### src/rtl/fetch_pkg.sv
// Shared types and defaults for the instruction-fetch stage.
package fetch_pkg;

    localparam int FETCH_ADDR_W  = 8;
    localparam int FETCH_INSTR_W = 32;
    localparam int FETCH_PC_STEP = 4;

    typedef enum logic [1:0] {
        F_IDLE  = 2'd0,
        F_FETCH = 2'd1,
        F_FLUSH = 2'd2
    } fetch_state_t;

    typedef struct packed {
        logic [FETCH_ADDR_W-1:0]  pc;
        logic [FETCH_INSTR_W-1:0] instr;
    } fetch_entry_t;

    // Buffer occupancy at the end of this cycle, given the current flags and this cycle's push/pop.
    function automatic logic [1:0] occ_after(input logic full, input logic empty,
                                             input logic push, input logic pop);
        logic [1:0] base;
        base = full ? 2'd2 : (empty ? 2'd0 : 2'd1);
        return base + {1'b0, push} - {1'b0, pop};
    endfunction

endpackage

### src/rtl/fetch_buf.sv
// Two-entry FIFO holding fetched instructions with their PCs; clear empties it in one cycle.
module fetch_buf
    import fetch_pkg::*;
#(
    parameter type entry_t = fetch_entry_t
) (
    input  logic   clk,
    input  logic   rst,
    input  logic   push,
    input  entry_t push_data,
    input  logic   pop,
    input  logic   clear,
    output entry_t head,
    output logic   full,
    output logic   empty
);

    entry_t     slots_r [0:1];
    logic       rd_ptr_r;
    logic       wr_ptr_r;
    logic [1:0] count_r;

    // Storage, pointers and occupancy; clear takes priority over push/pop.
    always_ff @(posedge clk or posedge rst) begin
        if (rst) begin
            rd_ptr_r   <= 1'b0;
            wr_ptr_r   <= 1'b0;
            count_r    <= 2'd0;
            slots_r[0] <= '0;
            slots_r[1] <= '0;
        end else if (clear) begin
            rd_ptr_r <= 1'b0;
            wr_ptr_r <= 1'b0;
            count_r  <= 2'd0;
        end else begin
            if (push) begin
                slots_r[wr_ptr_r] <= push_data;
                wr_ptr_r          <= ~wr_ptr_r;
            end
            if (pop) begin
                rd_ptr_r <= ~rd_ptr_r;
            end
            count_r <= count_r + {1'b0, push} - {1'b0, pop};
        end
    end

    assign head  = slots_r[rd_ptr_r];
    assign full  = (count_r == 2'd2);
    assign empty = (count_r == 2'd0);

endmodule

### src/rtl/fetch_unit.sv
// Fetch stage: launches instruction reads at the current PC, buffers returns and feeds decode.
// Defining FETCH_PERF_EN adds saturating perf_stall / perf_flush counters.
module fetch_unit
    import fetch_pkg::*;
#(
    parameter int ADDR_W  = FETCH_ADDR_W,
    parameter int INSTR_W = FETCH_INSTR_W,
    parameter int PC_STEP = FETCH_PC_STEP
) (
    input  logic               clk,
    input  logic               rst,
    input  logic [ADDR_W-1:0]  pc,
    input  logic               redirect,
    output logic [ADDR_W-1:0]  next_pc,
    output logic               mem_req,
    output logic [ADDR_W-1:0]  mem_addr,
    input  logic               mem_ack,
    input  logic [INSTR_W-1:0] mem_rdata,
    output logic               instr_valid,
    output logic [INSTR_W-1:0] instr,
    output logic [ADDR_W-1:0]  instr_pc,
    input  logic               instr_ready
`ifdef FETCH_PERF_EN
    ,
    output logic [15:0]        perf_stall,
    output logic [15:0]        perf_flush
`endif
);

    localparam logic [ADDR_W-1:0] STEP = ADDR_W'(PC_STEP);

    typedef struct packed {
        logic [ADDR_W-1:0]  pc;
        logic [INSTR_W-1:0] instr;
    } entry_t;

    fetch_state_t      state_r;
    fetch_state_t      state_nxt_s;
    logic              outstanding_r;
    logic              outstanding_nxt_s;
    logic [ADDR_W-1:0] mem_addr_r;
    logic [ADDR_W-1:0] req_pc_r;

    logic   ack_s;
    logic   pop_s;
    logic   push_s;
    logic   launch_s;
    entry_t push_entry_s;
    entry_t head_s;
    logic   buf_full_s;
    logic   buf_empty_s;

    // Acks without a request in flight (e.g. one that straddled a reset) are ignored.
    assign ack_s        = mem_ack && outstanding_r;
    assign pop_s        = !buf_empty_s && instr_ready && !redirect;
    assign push_entry_s = '{pc: req_pc_r, instr: mem_rdata};

    // Next state, outstanding flag, launch decision and next PC.
    always_comb begin
        state_nxt_s       = state_r;
        outstanding_nxt_s = outstanding_r;
        push_s            = 1'b0;
        launch_s          = 1'b0;
        case (state_r)
            F_IDLE: begin
                state_nxt_s = F_FETCH;
            end
            F_FETCH: begin
                if (redirect) begin
                    if (outstanding_r && !ack_s) begin
                        state_nxt_s = F_FLUSH;
                    end else begin
                        outstanding_nxt_s = 1'b0;
                    end
                end else begin
                    push_s   = ack_s;
                    launch_s = (!outstanding_r || ack_s) &&
                               (occ_after(buf_full_s, buf_empty_s, ack_s, pop_s) < 2'd2);
                    if (launch_s) begin
                        outstanding_nxt_s = 1'b1;
                    end else if (ack_s) begin
                        outstanding_nxt_s = 1'b0;
                    end else begin
                        outstanding_nxt_s = outstanding_r;
                    end
                end
            end
            F_FLUSH: begin
                // The abandoned request's data is dropped when it finally returns.
                if (ack_s) begin
                    state_nxt_s       = F_FETCH;
                    outstanding_nxt_s = 1'b0;
                end else begin
                    state_nxt_s = F_FLUSH;
                end
            end
            default: begin
                state_nxt_s       = F_IDLE;
                outstanding_nxt_s = 1'b0;
            end
        endcase
        next_pc = launch_s ? pc + STEP : pc;
    end

    // State, outstanding flag and request address registers.
    always_ff @(posedge clk or posedge rst) begin
        if (rst) begin
            state_r       <= F_IDLE;
            outstanding_r <= 1'b0;
            mem_addr_r    <= {ADDR_W{1'b0}};
            req_pc_r      <= {ADDR_W{1'b0}};
        end else begin
            state_r       <= state_nxt_s;
            outstanding_r <= outstanding_nxt_s;
            if (launch_s) begin
                mem_addr_r <= pc;
                req_pc_r   <= pc;
            end
        end
    end

    fetch_buf #(
        .entry_t (entry_t)
    ) u_buf (
        .clk       (clk),
        .rst       (rst),
        .push      (push_s),
        .push_data (push_entry_s),
        .pop       (pop_s),
        .clear     (redirect),
        .head      (head_s),
        .full      (buf_full_s),
        .empty     (buf_empty_s)
    );

    assign mem_req     = outstanding_r;
    assign mem_addr    = mem_addr_r;
    assign instr_valid = !buf_empty_s;
    assign instr       = buf_empty_s ? {INSTR_W{1'b0}} : head_s.instr;
    assign instr_pc    = buf_empty_s ? {ADDR_W{1'b0}} : head_s.pc;

`ifdef FETCH_PERF_EN
    logic [15:0] perf_stall_r;
    logic [15:0] perf_flush_r;
    logic        stall_s;
    logic        flush_s;

    assign stall_s = (state_r == F_FETCH) && !launch_s && !outstanding_r;
    assign flush_s = redirect && (!buf_empty_s || (outstanding_r && (state_r != F_FLUSH)));

    // Saturating event counters.
    always_ff @(posedge clk or posedge rst) begin
        if (rst) begin
            perf_stall_r <= 16'd0;
            perf_flush_r <= 16'd0;
        end else begin
            if (stall_s && (perf_stall_r != 16'hFFFF)) begin
                perf_stall_r <= perf_stall_r + 16'd1;
            end
            if (flush_s && (perf_flush_r != 16'hFFFF)) begin
                perf_flush_r <= perf_flush_r + 16'd1;
            end
        end
    end

    assign perf_stall = perf_stall_r;
    assign perf_flush = perf_flush_r;
`endif

endmodule

### config.mk
export PLATFORM = sky130hd
export DESIGN_NAME = fetch_unit
export DESIGN_NICKNAME = d
export VERILOG_FILES = /design/src/rtl/fetch_pkg.sv /design/src/rtl/fetch_buf.sv /design/src/rtl/fetch_unit.sv
export SDC_FILE = /design/constraint.sdc
export NUM_CORES = 1
export LEC_CHECK = 0
export ABC_CLOCK_PERIOD_IN_PS = 2800
export BUFFER_PORTS_ARGS = -buffer_cell sky130_fd_sc_hd__buf_2
export CORE_MARGIN = 1.5
export CORE_UTILIZATION = 45
export DETAILED_ROUTE_END_ITERATION = 10
export MAX_ROUTING_LAYER = met4
export PLACE_DENSITY = 0.71
export SKIP_LAST_GASP = 1
export SLEW_MARGIN = 20
export SYNTH_ARGS = -nofsm -noshare
export SYNTH_HDL_FRONTEND = slang
export SYNTH_HIERARCHICAL = 1
export SYNTH_SLANG_ARGS = --single-unit
### constraint.sdc
create_clock -name clk -period 2.8 [get_ports clk]
set_clock_uncertainty 0.2 [all_clocks]
set_input_delay 0.14 -clock clk [delete_from_list [all_inputs] [get_ports clk]]
set_output_delay 0.14 -clock clk [all_outputs]
set_load 0.01 [all_outputs]
# After elaboration in Yosys (flattened, before gate mapping)
# Index checks and enable logic that the tools add are counted.
totals:
  reg_bits: 95
  inputBits: 45
  output_inout_bits: 58
  elab_cells: 78
classes:
  add_sub_neg: 5
  order_cmp: 4
  eq_ne: 6
  mux: 29
  n_bitwise: 6
  reduce_logical: 18
op_table:
  columns: ["cell", "n"]
  rows:
  - ["40-bit two-way mux", 4]
  - ["80-bit bitwise mux", 1]
  - ["40-bit demux with 1-bit select", 1]
  - ["32-bit two-way mux", 1]
  - ["8-bit two-way mux", 2]
  - ["1-bit two-way mux", 13]
  - ["2-bit two-way mux", 5]
  - ["8-bit by 3-bit adder with 8-bit output (second input constant)", 1]
  - ["1-bit logical AND", 6]
  - ["2-bit one-hot mux with 3 select lines", 1]
  - ["2-bit AND reduction", 3]
  - ["2-bit by 1-bit adder with 2-bit output", 2]
  - ["2-bit == test (second input constant)", 2]
  - ["2-bit greater-or-equal comparator (second input constant)", 2]
  - ["1-bit zero test", 4]
  - ["2-bit zero test", 2]
  - ["2-bit != test (second input constant)", 2]
  - ["1-bit NOT", 4]
  - ["1-bit NOT with 2-bit output", 2]
  - ["2-bit nonzero test", 2]
  - ["2-bit by 1-bit subtractor with 2-bit output", 2]
  - ["3-bit != test (second input constant)", 1]
  - ["1-bit one-hot mux with 3 select lines", 1]
  - ["2-bit by 1-bit == test with 1-bit output (second input constant)", 1]
  - ["3 further kinds", 3]

# Depth between registers and ports, before layout
# Gate-level depths: netlist (run 1).
depth:
  depth_word: 10
  mapped_depth: 8

# By module
# Netlist (run 1), hierarchy kept.
by_module_without_submodules:
  columns: ["mod", "n_inst", "cells_per_inst", "area_per_inst_um2", "seq_area_each_um2"]
  rows:
  - ["fetch_buf", 1, 233, 3694.8, 2102.0]
  - ["fetch_unit", 1, 114, 1024.7, 275.3]

# Worst setup path before layout (run 1)
# Ideal clock, no wire load.
synth_timing:
  path_kind: "register to output"
  start: "register u_buf.count_r[0]"
  end: "output next_pc[3]"
  arrival_ns: 2.308
  slack_ns: 0.152
  path_stages_with_launch: 9
  cell_sequence: "dfrtp_1 nor2_1 clkbuf_1 nor3b_1 ha_1 nand3b_1 xnor2_2 nand2_4 mux2_2"
synth_via:
  elab_chain_cells: 10
  word_cells_on_any_way: 14
synth_rtl:
  columns: ["element", "line_no", "text"]
  rows:
  - ["start: declaration", "fetch_buf.sv:21", "logic [1:0] count_r;"]
  - ["start signal: assignment", "fetch_buf.sv:43", "count_r <= count_r + {1'b0, push} - {1'b0, pop};"]
  - ["2-bit zero test", "fetch_buf.sv:49", "assign empty = (count_r == 2'd0);"]
  - ["net buf_empty_s", "fetch_unit.sv:51", "logic buf_empty_s;"]
  - ["1-bit zero test", "fetch_unit.sv:55", "assign pop_s = !buf_empty_s && instr_ready && !redirect;"]
  - ["1-bit logical AND (2 in a row)", "fetch_unit.sv:55", null]
  - ["net pop_s", "fetch_unit.sv:45", "logic pop_s;"]
  - ["2-bit by 1-bit subtractor with 2-bit output", "fetch_pkg.sv:24", "return base + {1'b0, push} - {1'b0, pop};"]
  - ["2-bit < comparator", "fetch_unit.sv:78", "(occ_after(buf_full_s, buf_empty_s, ack_s, pop_s) < 2'd2);"]
  - ["1-bit logical AND", "fetch_unit.sv:77", "launch_s = (!outstanding_r || ack_s) &&"]
  - ["1-bit two-way mux", "fetch_unit.sv:69", "if (redirect) begin"]
  - ["1-bit two-way mux", "fetch_unit.sv:64", "case (state_r)"]
  - ["8-bit two-way mux", "fetch_unit.sv:102", "next_pc = launch_s ? pc + STEP : pc;"]
  - ["end: declaration", "fetch_unit.sv:14", "output logic [ADDR_W-1:0] next_pc,"]
# The timed path passes the listed nets, and every way through them passes these cells.

# Final worst setup path (run 1)
layout_timing:
  start: "register u_buf.count_r[1]"
  end: "output next_pc[3]"
layout_via:
  word_cells_on_any_way: 14
layout_lines:
  columns: ["element", "line_no", "text"]
  rows:
  - ["2-bit == test", "fetch_buf.sv:48", "assign full = (count_r == 2'd2);"]
  - ["net buf_full_s", "fetch_unit.sv:50", "logic buf_full_s;"]
  - ["2-bit two-way mux", "fetch_pkg.sv:23", "base = full ? 2'd2 : (empty ? 2'd0 : 2'd1);"]
  - ["2-bit by 1-bit adder with 2-bit output", "fetch_pkg.sv:24", null]
  - ["2-bit by 1-bit subtractor with 2-bit output", "fetch_pkg.sv:24", null]
  - ["2-bit < comparator", "fetch_unit.sv:78", null]
  - ["1-bit logical AND", "fetch_unit.sv:77", null]
  - ["1-bit two-way mux", "fetch_unit.sv:69", null]
  - ["1-bit two-way mux", "fetch_unit.sv:64", null]
  - ["8-bit two-way mux", "fetch_unit.sv:102", null]
# The timed path passes the listed nets, and every way through them passes these cells.

==> summary.txt, run 1 <==
Finish
  • Non-Filler Cell Area, Final: 0.006146 sq mm
  • Layout-stage area growth over the synthesis result: 30.22%
  • Number of antenna diodes: 0
  • Ratio of cells with drive above 1 in the final layout: 54.06%
  • Final-stage net count: 553

Worst setup path
  • Crit start category: register
  • Largest stage delay on the critical path: 430 ps
  • Number of buffers and inverters on the critical path: 2
  • Max FO, Critical Path: 3
  • Cell type of the slowest stage on the worst timing path: dfrtp_1
  • WP data arrival: 2360 ps
  • CP Class: register to output pin
  • Required time of the worst setup path: 2460 ps
  • Worst setup EP type: output pin
  • Critical path cell sequence: nor2b_4 > or2_4 > ha_4 > nand3b_1 > xnor2_2 > buf_4 > nand2_4 > mux2_4 > buf_6
  • Top delay family on crit path: simple AND/OR/NAND/NOR gates

Routing
  • Via/cell ratio: 4.970
  • Average wire length per cell after detail routing: 15.18 um
  • Top Metal Used: met4
  • Number of search-and-repair iterations in the first detailed-routing pass: 4
  • Number of violations reported at the end of detailed-routing iteration 0: 83
  • Met2 routed wirelength: 4869 um
  • Post-route DRC: 0
  • Vias post-DR: 3186
  • Number of nets still failing antenna checks after routing: 0
  • Metal-1 WL: 4386 um
  • Wire length on met3: 330 um
  • Total wirelength of the detailed-routed design: 9730 um

Yosys
  • Synth Flop Type: dfrtp_1
  • Number of enable flip-flop cells after synthesis: 0
  • Number of instances in the synthesized netlist: 347
  • Post-synthesis sequential area ratio: 50.37%
  • Most instantiated library cell after synthesis: mux2_2
  • FF+latch count, synth: 95
  • Average footprint of a synthesized cell: 13.60 sq um
  • Synth cell types: 35
  • Synth area leaders: dfrtp_1 50%, mux2_2 28%, nor2b_1 6.0%, ha_1 2.1%, xnor2_1 1.5%
  • Fraction of synthesized cell area taken by the top area cell type: 50.37%
  • Share of synthesized flip-flops with an asynchronous set or reset: 100.0%
  • Yosys warns: 6
  • Post-synthesis net count: 400
  • Most frequent cells after synthesis: 119 x mux2_2, 95 x dfrtp_1, 45 x nor2b_1, 8 x ha_1, 8 x xnor2_1
  • Mapped Area: 0.004720 sq mm
  • Cell accounting for the most synthesized area: dfrtp_1

Global routing
  • First-pass GRT wire length: 16070 um
  • Global route total overflow: 0
  • Number of global-route vias before repair: 3316
  • Largest net degree at the start of global routing: 38
  • Initial antenna violation count: 0
  • All-Layer GR Usage: 19.03%

Power
  • Peak supply drop: 0.3132 mV
  • Static Leak: 0.003147 uW
  • Power density over the cells: 598.8 mW/mm^2

Worst hold path
  • Worst min path class: input port to register

Placed design
  • Hpwl dp: 6474 um
  • Total of buffers placed on input and output ports: 102
  • Placed cell areas: 0.005401 sq mm
  • Weighted congestion reported at the end of routability-driven placement: 0.7849

Job
  • Max-cap check violation count: 0

Clocking
  • Clock latency reported for the late side of the worst-skew pair: 370 ps
  • CTS tree: done
  • Clock tree root driver cell: clkbuf_8
  • Clock-pin slew of the registers on the worst-case setup and hold paths: 90 ps
  • TritonCTS Buffers: 9
  • Clk sinks: 95
  • H-tree levels: 3
  • Maximum clock insertion buffer count: 2

Timing
  • Slew at the pin with the worst max-slew slack: 646.0 ps
  • Period utilization: 96.40%
  • Unrepaired setup endpoints after global routing: false
  • Maximum clock frequency: 370.5 MHz
  • Final setup viols: 0
  • Slew Viols, Final: 0
  • Headroom to the max-slew limit: 56.88%
  • Total negative slack for setup checks: 0 ps
  • Final worst path period need: 2699 ps
  • Final hold violations: 0

Floorplan
  • Effective utilization at floorplan: 46.13%
  • Core region area: 0.01023 sq mm
  • Placement row count: 37
  • Number of top-level pins: 103
  • Chip height: 105.4 um
  • Horiz. Die Dim: 105.4 um
  • Die ar.: 0.01111 sq mm

Status
  • Status: finished clean
==> area by class of cell <==
type                            instances  area, sq um
Clock buffer                           10        137.6
Clock inverter                          6        93.84
Fill cell                             819         4085
Inverter                                7        27.53
Multi-Input combinational cell        226         2232
Sequential cell                        95         2380
Tap cell                              136        170.2
Timing Repair Buffer                  161         1105
==> layout by cell type (no fill, tap or decap), types with 5 or more instances in the layout <==
cell type and n:
xnor2_1 8, clkbuf_8 10, mux2_1 6, inv_1 6, dfrtp_1 93, buf_4 15
ha_1 7, buf_2 100, mux2_2 118, nor2b_1 44, dlygate4sd3_1 42, mux2_4 5
nor2_1 5
==> registers in the layout (all words and copies together), names as in the netlist <==
name,flops
u_buf/slots_r,80
u_buf/count_r,2
u_buf/rd_ptr_r,1
req_pc_r,8
u_buf/wr_ptr_r,1
mem_req,1
state_r,2
==> stage by stage <==
step / hold slack (ps) / power [uW] / worst slack [ps] / utilization, % / cells
floorplan: -207.6 / 2361 / 151.9 / - / 347
detailed placement: -36.25 / 2630 / 310.8 / 52.79 / 577
global placement: -28.78 / 2586 / 365.5 / 52.79 / 577
global route: 110.4 / 3899 / 16.35 / 60.07 / 641
finish: 46.82 / 3680 / 100.9 / 60.07 / 641
CTS: 12.87 / 3722 / 7.084 / 59.90 / 640
==> worst reg2reg max path, cell delays in order, from the launching register on <==
cell      delay [ps]
dfrtp_1          430
nor2b_4          150
or2_4            230
ha_4             200
nand3b_1         190
xnor2_2          160
buf_4            150
nand2_4           70
buf_4            120
buf_4            140
mux2_2           330
==> timing repair <==
action / 4_1_cts / 5_1_grt
hold endpoints to repair: 122 / 0
pin swaps: 2 / 2
gates cloned: 0 / 0
endpoints found under the setup margin: 4 / 5
buffers inserted: 5 / 1
hold buffers: 42 / 0
gates resized for setup: 7 / 4
==> per-layer routing <==
layer / track usage, % / vias up
li1: - / 1511
met1: 23.50 / 1591
met2: 31.14 / 72
met3: 2.907 / 12
met4: 8.317 / 0
met5: - / -
==> cells by family after synthesis <==
| group | synth area share, % |
|---|---|
| fa+ha+maj | 2.121 |
| compound gates | 1.458 |
| xor+xnor | 2.307 |
| buf+inv | 3.287 |
| simple gates | 9.359 |
| mux | 31.10 |
| flops | 50.37 |
==> report_power, final <==
group	total [uW]	internal [uW]	switching (uW)
clock	1010	532	479
sequential	1770	1600	168
combinational	899	558	341
total	3680	2690	988
==> path summary, 6_finish.rpt <==
path                                         from                 to  slack (ps)  depth (start not counted)
worst max-delay path             u_buf/count_r[1]         next_pc[3]         100                          9
worst min-delay path                      mem_ack         state_r[1]          50                          4
worst max register to register   u_buf/count_r[1]        req_pc_r[3]         340                         10
worst min register to register  u_buf/slots_r[11]  u_buf/slots_r[11]         290                          1
max in group asynchronous                     rst  u_buf/slots_r[53]        1390                          4
min in group asynchronous                     rst        req_pc_r[0]         110                          3
Note: power is estimated with default switching activity, not from simulation.
==> run 2: changes to the inputs <==
Settings changed: ABC_AREA set to 1, CTS_CLUSTER_DIAMETER set to 50, PLACE_DENSITY 0.71 to 0.7.
==> run 2 against run 1 <==
  * Global-route usage increased by 0.14 points
  * Critical path depth is 3 higher
  * Highest routed layer unchanged
  * Power rose by 17%
  * Clock power grew 24%
  * Die area rose by 12%
==> summary.txt, run 2 <==
Routing
  • Number of search-and-repair iterations in the first detailed-routing pass: 4
  • Average wire length per cell after detail routing: 12.61 um
  • Vias post-DR: 4145
  • Number of violations reported at the end of detailed-routing iteration 0: 236
  • Post-route DRC: 0
  • Total wirelength of the detailed-routed design: 10950 um
  • Via/cell ratio: 4.775
  • Number of nets still failing antenna checks after routing: 0

Finish
  • Number of non-filler instances in the completed layout: 868
  • Layout-stage area growth over the synthesis result: 23.89%
  • Final core occ: 57.44%
  • Commonest non-fill, non-tap cells in the layout: 140 x nand2_1, 102 x buf_2, 97 x inv_1
  • Registers with the highest flip-flop counts: u_buf/slots_r (80), req_pc_r (8)
  • Number of filler instances in the final layout: 992
  • Number of antenna diodes: 0
  • Register name with the most flops: u_buf/slots_r
  • Final-stage net count: 773
  • Ratio of cells with drive above 1 in the final layout: 35.86%
  • Flip-flop count of the largest register, all copies and words added: 80
  • Leading cell type in the layout, fill and taps excluded: nand2_1
  • Non-Filler Cell Area, Final: 0.006586 sq mm

Worst setup path
  • Cell type of the slowest stage on the worst timing path: dfrtp_1
  • Critical path cell sequence: nor2_4 > inv_1 > nand2_1 > nor2_4 > ha_1 > nand3b_1 > nand2_2 > nand2_8 > nand2_8 > nand2_1 > nand2_1 > buf_2
  • Max FO, Critical Path: 14
  • Largest stage delay on the critical path: 420 ps
  • Setup slack of the worst register-to-register path: 480 ps
  • Cell seen most often among critical-path stages: nand2_1
  • Crit start category: register
  • Required time of the worst setup path: 2460 ps
  • Top delay family on crit path: simple AND/OR/NAND/NOR gates
  • WP data arrival: 2270 ps
  • Number of buffers and inverters on the critical path: 2
  • CP Class: register to output pin
  • Worst setup EP type: output pin

Floorplan
  • Placement row count: 39
  • Effective utilization at floorplan: 46.36%
  • Chip height: 111.7 um
  • Number of top-level pins: 103
  • Horiz. Die Dim: 111.7 um
  • Die ar.: 0.01247 sq mm
  • Core region area: 0.01147 sq mm

Clocking
  • CTS tree: done
  • TritonCTS Buffers: 9
  • H-tree levels: 3
  • Maximum clock insertion buffer count: 2
  • Clock latency reported for the late side of the worst-skew pair: 340 ps
  • Clk sinks: 95
  • Clock tree root driver cell: clkbuf_16
  • Clock-pin slew of the registers on the worst-case setup and hold paths: 60 ps

Yosys
  • Average footprint of a synthesized cell: 9.057 sq um
  • Post-synthesis net count: 640
  • Number of instances in the synthesized netlist: 587
  • Post-synthesis sequential area ratio: 44.72%
  • Most instantiated library cell after synthesis: nand2_1
  • Synth Flop Type: dfrtp_1
  • Fraction of synthesized cell area taken by the top area cell type: 44.72%
  • Most frequent cells after synthesis: 141 x nand2_1, 98 x inv_1, 95 x dfrtp_1, 80 x o21ai_2, 49 x nor2_1
  • Yosys warns: 6
  • Synth area leaders: dfrtp_1 45%, o21ai_2 13%, nand2_1 10%, mux2_2 8.5%, inv_1 6.9%
  • FF+latch count, synth: 95
  • Share of synthesized flip-flops with an asynchronous set or reset: 100.0%
  • Mapped Area: 0.005316 sq mm
  • Number of enable flip-flop cells after synthesis: 0
  • Cell accounting for the most synthesized area: dfrtp_1
  • Synth cell types: 25

Global routing
  • Number of global-route vias before repair: 4307
  • Largest net degree at the start of global routing: 81
  • First-pass GRT wire length: 18980 um
  • Global route total overflow: 0
  • Initial antenna violation count: 0
  • All-Layer GR Usage: 19.17%

Timing
  • Slew at the pin with the worst max-slew slack: 688.4 ps
  • Final hold violations: 0
  • Final setup viols: 0
  • Final worst path period need: 2612 ps
  • Headroom to the max-slew limit: 54.05%
  • Maximum clock frequency: 382.9 MHz
  • Period utilization: 93.27%
  • Total negative slack for setup checks: 0 ps
  • Slew Viols, Final: 0
  • Worst-case hold slack: 6.401 ps

Placed design
  • Weighted congestion reported at the end of routability-driven placement: 0.9218
  • Hpwl dp: 7056 um
  • Total of buffers placed on input and output ports: 102
  • Placed cell areas: 0.005806 sq mm
  • Placed Cells incl. Taps: 806

Worst hold path
  • Worst min path class: input port to register

Job
  • Max-cap check violation count: 0

Status
  • Status: finished clean

Power
  • Peak supply drop: 0.3858 mV
  • Static Leak: 0.003404 uW
  • Power density over the cells: 652.8 mW/mm^2
run 2: cell types whose count changed in the layout (fill, tap and decap cells not counted), moves of 42 or more:
cell	change
o21ai_2	+80
mux2_2	-78
inv_1	+91
nand2_1	+136
nor2_1	+42
nor2b_1	-44
run 2: layer usage:
layer	routed length [um]	track usage, %	share of wire, %	up-vias
li1	-	-	-	2088
met1	4901	23.07	45	1946
met2	5373	32.36	49	98
met3	505	3.430	4.6	13
met4	164	6.835	1.5	0
met5	0	-	0	-
run 2: what timing repair did:
item | CTS | global route
endpoints found under the setup margin | 0 | 6
hold buffers | 42 | 0
resized for setup | 0 | 5
hold endpoints to repair | 124 | 0
buffers inserted | 0 | 4
run 2: area by class of cell:
type | count | area [sq um] | share of cell area (%)
Sequential cell | 95 | 2379 | 36.11
Multi-Input combinational cell | 360 | 2293 | 34.82
Timing Repair Buffer | 154 | 1056 | 16.03
Inverter | 100 | 376.6 | 5.718
Clock buffer | 14 | 264.0 | 4.008
Tap cell | 143 | 178.9 | 2.717
Clock inverter | 2 | 38.79 | 0.5889
run 2: kinds of logic (layout without fill, tap and decap cells):
kind of cell / after synthesis / count (layout) / synth area share, %
xor+xnor: 3 / 3 / 0.4943
buf+inv: 132 / 270 / 12.80
compound gates: 89 / 89 / 14.24
mux: 40 / 40 / 8.473
fa+ha+maj: 8 / 8 / 1.883
simple gates: 220 / 220 / 17.39
flops: 95 / 95 / 44.72
run 2: where the power goes:
part / internal [uW] / switching (uW) / total (uW)
Combinational: 572 / 640 / 1210
Sequential: 1650 / 189 / 1840
Clock: 744 / 503 / 1250
Total: 2970 / 1330 / 4300
run 2: worst paths after layout:
path                                           to               from  cells after the start
worst max register to register  u_buf/slots_r[55]         state_r[1]                      8
worst max-delay path                   next_pc[6]   u_buf/count_r[0]                     12
worst min register to register  u_buf/slots_r[25]  u_buf/slots_r[25]                      2
max in group asynchronous       u_buf/slots_r[33]                rst                      4
min in group asynchronous                 mem_req                rst                      3
worst min-delay path               u_buf/rd_ptr_r        instr_ready                      4
run 2: through the flow:
step	setup WS (ps)	power, uW
finish	188.4	4299
global route	-0.7327	4598
global placement	577.7	2946
CTS	61.72	4327
floorplan	294.9	2730
detailed placement	451.1	3010
run 2: worst min-delay path: stages:
cell     delay [ps]
buf_2            90
nand2_1          80
nor2_4          120
a21oi_1          80
